[config.mk]
export PLATFORM = sky130hd
export DESIGN_NAME = object_placement_controller
export DESIGN_NICKNAME = d
export VERILOG_FILES = /design/src/rtl/object_placement_pkg.sv /design/src/rtl/key_rise_detect.sv /design/src/rtl/object_placement_controller.sv
export SDC_FILE = /design/constraint.sdc
export NUM_CORES = 1
export LEC_CHECK = 0
export BUFFER_PORTS_ARGS = -buffer_cell sky130_fd_sc_hd__buf_2
export CAP_MARGIN = 40
export CORE_ASPECT_RATIO = 1.75
export CORE_MARGIN = 2
export CORE_UTILIZATION = 30
export CTS_CLUSTER_DIAMETER = 120
export DETAILED_ROUTE_END_ITERATION = 16
export SYNTH_ARGS = -nofsm -noshare
export SYNTH_HDL_FRONTEND = slang
export SYNTH_SLANG_ARGS = --single-unit
[constraint.sdc]
create_clock -name clk -period 2 [get_ports clk]
set_clock_uncertainty 0.05 [all_clocks]
set_input_delay 0.3 -clock clk [delete_from_list [all_inputs] [get_ports clk]]
set_output_delay 0.3 -clock clk [all_outputs]
set_load 0.01 [all_outputs]
[src/rtl/object_placement_pkg.sv]
// Shared types and default constants for the object placement controller.
// Holds the FSM state enum, the 11-bit coordinate type and a tile helper.
package object_placement_pkg;

  typedef enum logic [1:0] {
    S_IDLE,
    S_CAPTURE,
    S_READY
  } state_t;

  typedef logic [10:0] coord_t;

  localparam int DEF_NUM_LEVELS = 4;
  localparam int DEF_GRID_COLS  = 9;
  localparam int DEF_GRID_ROWS  = 7;
  localparam int DEF_TILE_SIZE  = 64;
  localparam int DEF_ORIGIN_X   = 15;
  localparam int DEF_ORIGIN_Y   = 48;

  function automatic coord_t tile_to_px(
    input logic [4:0] idx,
    input int         tile,
    input int         origin
  );
    return coord_t'(int'(idx) * tile + origin);
  endfunction

endpackage

[src/rtl/key_rise_detect.sv]
// Rising-edge detector for a level-type key.
// A held key yields exactly one rise_out cycle.
module key_rise_detect (
  input  logic clk,
  input  logic resetN,
  input  logic key_in,
  output logic rise_out
);

  logic key_prev;

  always_ff @(posedge clk or negedge resetN) begin
    if (!resetN) key_prev <= 1'b0;
    else         key_prev <= key_in;
  end

  assign rise_out = key_in & ~key_prev;

endmodule

[src/rtl/object_placement_controller.sv]
// Captures NUM_LEVELS random grid positions and serves them by level number.
// Define OBJECT_PLACEMENT_DUP_CHECK_EN to reject repeated (col,row) samples.
module object_placement_controller
  import object_placement_pkg::*;
#(
  parameter int NUM_LEVELS = DEF_NUM_LEVELS,
  parameter int GRID_COLS  = DEF_GRID_COLS,
  parameter int GRID_ROWS  = DEF_GRID_ROWS,
  parameter int TILE_SIZE  = DEF_TILE_SIZE,
  parameter int ORIGIN_X   = DEF_ORIGIN_X,
  parameter int ORIGIN_Y   = DEF_ORIGIN_Y
) (
  input  logic        clk,
  input  logic        resetN,
  input  logic        enter_is_presed,
  input  logic        reset,
  input  logic [2:0]  level_select,
  input  logic [4:0]  random_num1,
  input  logic [4:0]  random_num2,
  output logic [10:0] topLeftX,
  output logic [10:0] topLeftY,
  output logic [2:0]  bitMap_sel,
  output logic        busy,
  output logic        placement_valid,
  output logic        sample_reject
);

  localparam int SW = $clog2(NUM_LEVELS);
  localparam logic [5:0] COLS6 = 6'(GRID_COLS);
  localparam logic [5:0] ROWS6 = 6'(GRID_ROWS);
  localparam logic [SW-1:0] LAST = SW'(NUM_LEVELS - 1);

  state_t              state;
  logic                pending;
  logic [SW-1:0]       slot_idx;
  logic [NUM_LEVELS-1:0] slot_vld;
  coord_t              slot_x [NUM_LEVELS];
  coord_t              slot_y [NUM_LEVELS];

  logic          press;
  logic          in_range;
  logic          dup_hit;
  logic          accept;
  logic          restart;
  logic          sel_ok;
  logic [SW-1:0] sel_idx;

  key_rise_detect u_key (
    .clk      (clk),
    .resetN   (resetN),
    .key_in   (enter_is_presed),
    .rise_out (press)
  );

  assign in_range = ({1'b0, random_num1} < COLS6) &&
                    ({1'b0, random_num2} < ROWS6);

`ifdef OBJECT_PLACEMENT_DUP_CHECK_EN
  logic [4:0] slot_col [NUM_LEVELS];
  logic [4:0] slot_row [NUM_LEVELS];

  always_comb begin
    dup_hit = 1'b0;
    for (int i = 0; i < NUM_LEVELS; i++) begin
      if (slot_vld[i] &&
          slot_col[i] == random_num1 &&
          slot_row[i] == random_num2)
        dup_hit = 1'b1;
    end
  end

  always_ff @(posedge clk or negedge resetN) begin
    if (!resetN) begin
      for (int i = 0; i < NUM_LEVELS; i++) begin
        slot_col[i] <= '0;
        slot_row[i] <= '0;
      end
    end else if (state == S_CAPTURE && accept && !restart) begin
      slot_col[slot_idx] <= random_num1;
      slot_row[slot_idx] <= random_num2;
    end
  end
`else
  assign dup_hit = 1'b0;
`endif

  assign accept  = pending & in_range & ~dup_hit;
  assign restart = press & reset;
  assign sel_ok  = (level_select != 3'd0) &&
                   ({1'b0, level_select} <= 4'(NUM_LEVELS));
  assign sel_idx = SW'(level_select - 3'd1);

  assign busy            = (state == S_CAPTURE);
  assign placement_valid = (state == S_READY);

  always_ff @(posedge clk or negedge resetN) begin
    if (!resetN) begin
      state         <= S_IDLE;
      pending       <= 1'b0;
      slot_idx      <= '0;
      slot_vld      <= '0;
      topLeftX      <= '0;
      topLeftY      <= '0;
      bitMap_sel    <= '0;
      sample_reject <= 1'b0;
      for (int i = 0; i < NUM_LEVELS; i++) begin
        slot_x[i] <= '0;
        slot_y[i] <= '0;
      end
    end else begin
      sample_reject <= 1'b0;
      unique case (state)
        S_IDLE: begin
          if (press) begin
            slot_idx <= '0;
            pending  <= 1'b0;
            state    <= S_CAPTURE;
          end
        end
        S_CAPTURE: begin
          if (restart) begin
            state    <= S_IDLE;
            pending  <= 1'b0;
            slot_vld <= '0;
          end else begin
            if (accept) begin
              slot_x[slot_idx]   <= tile_to_px(random_num1, TILE_SIZE, ORIGIN_X);
              slot_y[slot_idx]   <= tile_to_px(random_num2, TILE_SIZE, ORIGIN_Y);
              slot_vld[slot_idx] <= 1'b1;
              pending            <= 1'b0;
              slot_idx           <= slot_idx + SW'(1);
              if (slot_idx == LAST) state <= S_READY;
            end else if (pending) begin
              sample_reject <= 1'b1;
            end
            // a fresh press queues the next sample
            if (press) pending <= 1'b1;
          end
        end
        S_READY: begin
          if (restart) begin
            state    <= S_IDLE;
            pending  <= 1'b0;
            slot_vld <= '0;
          end else if (sel_ok) begin
            topLeftX   <= slot_x[sel_idx];
            topLeftY   <= slot_y[sel_idx];
            bitMap_sel <= level_select - 3'd1;
          end
        end
        default: state <= S_IDLE;
      endcase
    end
  end

endmodule

==> metrics.txt <==
status=finished clean; Num CTS Buffers=9; Final Hold Violating Endpoints=0; worst hold-check path type=in -> reg; TritonCTS Sinks=65; Post-DRT Antenna Nets=0; area share of fa/ha/maj cells after synthesis=0.0215; FFs w/ async S/R, synth=1.00; Top FF cell, synth=dfrtp_1; residual DRC count=0; Initial Util=0.307; port buffer count=38; Root Buffer=clkbuf_16; std cell rows=47; DRT Pass-1 Iters=4; yosys warns=0; Netlist Area Pre-Place=2910 µm²; CP Capture Type=register; EDFF count, synth=0; post-CTS setup buffer count=0; nets=268; RSZ-0062 raised after global routing=no; CTS tree=done; Required @ worst endpoint=2.16 ns; VDD IR-drop max=0.000388 V; Setup Viol. Count Final=0; Final min period=1.70 ns; die height=134 µm; GR Util All Layers=0.125; clock network latency to the later pin of the worst-skew pair=0.33 ns; R2R Setup Slk=0.30 ns; CP startpoint=state[1]$_DFFE_PN0P_; initial antenna violation count=0; share of cells above drive strength 1=0.466; Hold Path Cell Cnt=1; CP arrival=1.85 ns; Post-Synthesis Cells=202; WHS=0.0658 ns; final cycle utilization of the critical path=0.849; mean number of vias per cell=4.61; DP HPWL=4050 µm; max_slew headroom=0.618; Hold Crit Start=enter_is_presed; Final Core Density=0.378; total gr overflow=0; Compound-Gate Fraction of Synth Area=0.0322; Max Slew Vio Count=0; WS Path Type=reg -> reg; total power after layout=3.41 mW; Crit Path Max Fanout=11; sequential-to-total area share from yosys stat=0.559; core footprint=9470 µm²; total of max-cap violations=0; fill count=913; post-synthesis mux area share=0.236; die area=10500 µm²; Lkg Pwr=1.83 nW; Startpoint Class=register; clock-pin slew on the worst setup and hold paths=0.05 ns; area added between synthesis and finish=23.1%; Worst Max-Slew Pin Slew=0.573 ns; Final GP Congestion=0.755; r2r endpoint=slot_y[17]$_DFFE_PN0P_; vias in the first global route=1935; IO Pins=45; simple-gate area share of the yosys netlist=0.0924; #FFs+latches synth=65; area of the multi-input gates=1140 µm²; post-synth cell types=39; Diodes inserted=0; total vias in the final route=1719; largest net degree at the start of global routing=51; Setup TNS=0 ns; CTS max path bufs=2; Routed WL=5700 µm; register area=1630 µm²; reg2reg start=state[1]$_DFFE_PN0P_; PD cells=951 nW/µm²; Horiz. Die Dim=78.5 µm; Syn Area/Cell=14.4 µm²; reg2reg path depth=5; XOR/XNOR share of the synthesized area=0.00301; Min-Delay Endpoint=u_key.key_prev$_DFF_PN0_; WL per Instance=15.3 µm; max frequency=589 MHz; first-pass GRT wire length=9920 µm; CTS H-tree lvls=3; largest family of logic cells by synthesized area=multiplexers; 1st-iter DRT viols=99
## layout make-up
| type | instances | share of cell area |
|---|---|---|
| Clock buffer | 15 | 0.0831 |
| Clock inverter | 1 | 0.00838 |
| Inverter | 6 | 0.00628 |
| Multi-Input combinational cell | 117 | 0.319 |
| Sequential cell | 65 | 0.454 |
| Tap cell | 122 | 0.0426 |
| Timing Repair Buffer | 47 | 0.0866 |
## sequential cells by signal, indices dropped and copies added (netlist names)
name	flops
slot_x	24
u_key.key_prev	1
topLeftX	6
topLeftY	5
state	2
slot_idx	2
bitMap_sel	3
pending	1
slot_y	20
sample_reject	1
## cell usage in the layout (no fill, tap or decap), types with 5 or more instances in the layout
master / netlist / layout
clkbuf_16: 0 / 9
mux4_2: 11 / 11
clkbuf_8: 0 / 5
dfrtp_1: 65 / 65
ha_1: 5 / 5
buf_2: 1 / 38
mux2_2: 34 / 34
mux2_1: 5 / 5
conb_1: 1 / 6
nor2b_1: 12 / 12
inv_1: 6 / 6
nand3_1: 7 / 7
## how the worst max path moves through the flow
stage                               end  slack, ns  cells past startpoint
6_report         slot_y[17]$_DFFE_PN0P_       0.30                      5
3_3_place_gp   topLeftY[10]$_DFFE_PN0P_       0.06                      5
3_5_place_dp    topLeftX[6]$_DFFE_PN0P_       0.04                      5
2_1_floorplan   topLeftX[7]$_DFFE_PN0P_       0.06                      6
4_1_cts         topLeftY[9]$_DFFE_PN0P_       0.29                      4
5_1_grt          slot_y[40]$_DFFE_PN0P_       0.19                      5
## layer usage
layer	vias up	global-route usage	part of all wire
met1	865	0.143	0.41
li1	800	-	-
met5	-	0	0
met2	42	0.215	0.52
met3	12	0.0283	0.041
met4	0	0.0643	0.025
## logic make-up after synthesis
family / count (synthesis)
adder cells (fa/ha/maj): 5
multiplexers: 50
AND/OR/NAND/NOR: 43
other: 1
flip-flops: 65
buffers and inverters: 25
AO/OA/AOI/OAI: 12
XOR/XNOR: 1
## power breakdown
group          internal (mW)  total, mW  switching [mW]
clock                   1.13       1.66           0.525
sequential              1.41       1.46          0.0559
combinational          0.146      0.286           0.141
total                   2.69       3.41           0.722
## what timing repair did
action                     4_1_cts  5_1_grt
setup endpoints to repair        0        0
gates resized for setup          0        0
hold buffers                     1        0
hold endpoints to repair        15        0
## worst max-delay path, cell delays in order (launching register included)
cell and delay (ns):
dfrtp_1 0.42, and3b_1 0.34, nand3_1 0.11, nor2_2 0.15, buf_12 0.16, mux2_2 0.34
## through the flow
step	worst slack (ns)	area (µm²)	std cells
global route	0.192	3580	373
finish	0.302	3580	373
detailed placement	0.0417	3250	356
global placement	0.0618	3250	356
floorplan	0.0641	2930	207
CTS	0.287	3580	373
## Yosys cell counts (4+ instances only)
| cell type | number | area (µm²) |
|---|---|---|
| inv_1 | 6 | 22.5 |
| nor2_2 | 4 | 25.0 |
| nor2b_1 | 12 | 75.1 |
| mux2_1 | 5 | 56.3 |
| dfrtp_1 | 65 | 1630 |
| nand3_1 | 7 | 35.0 |
| ha_1 | 5 | 62.6 |
| mux4_2 | 11 | 248 |
| or2_2 | 4 | 25.0 |
| buf_4 | 15 | 113 |
| mux2_2 | 34 | 383 |
No activity file was read; power rests on OpenSTA's default activity.
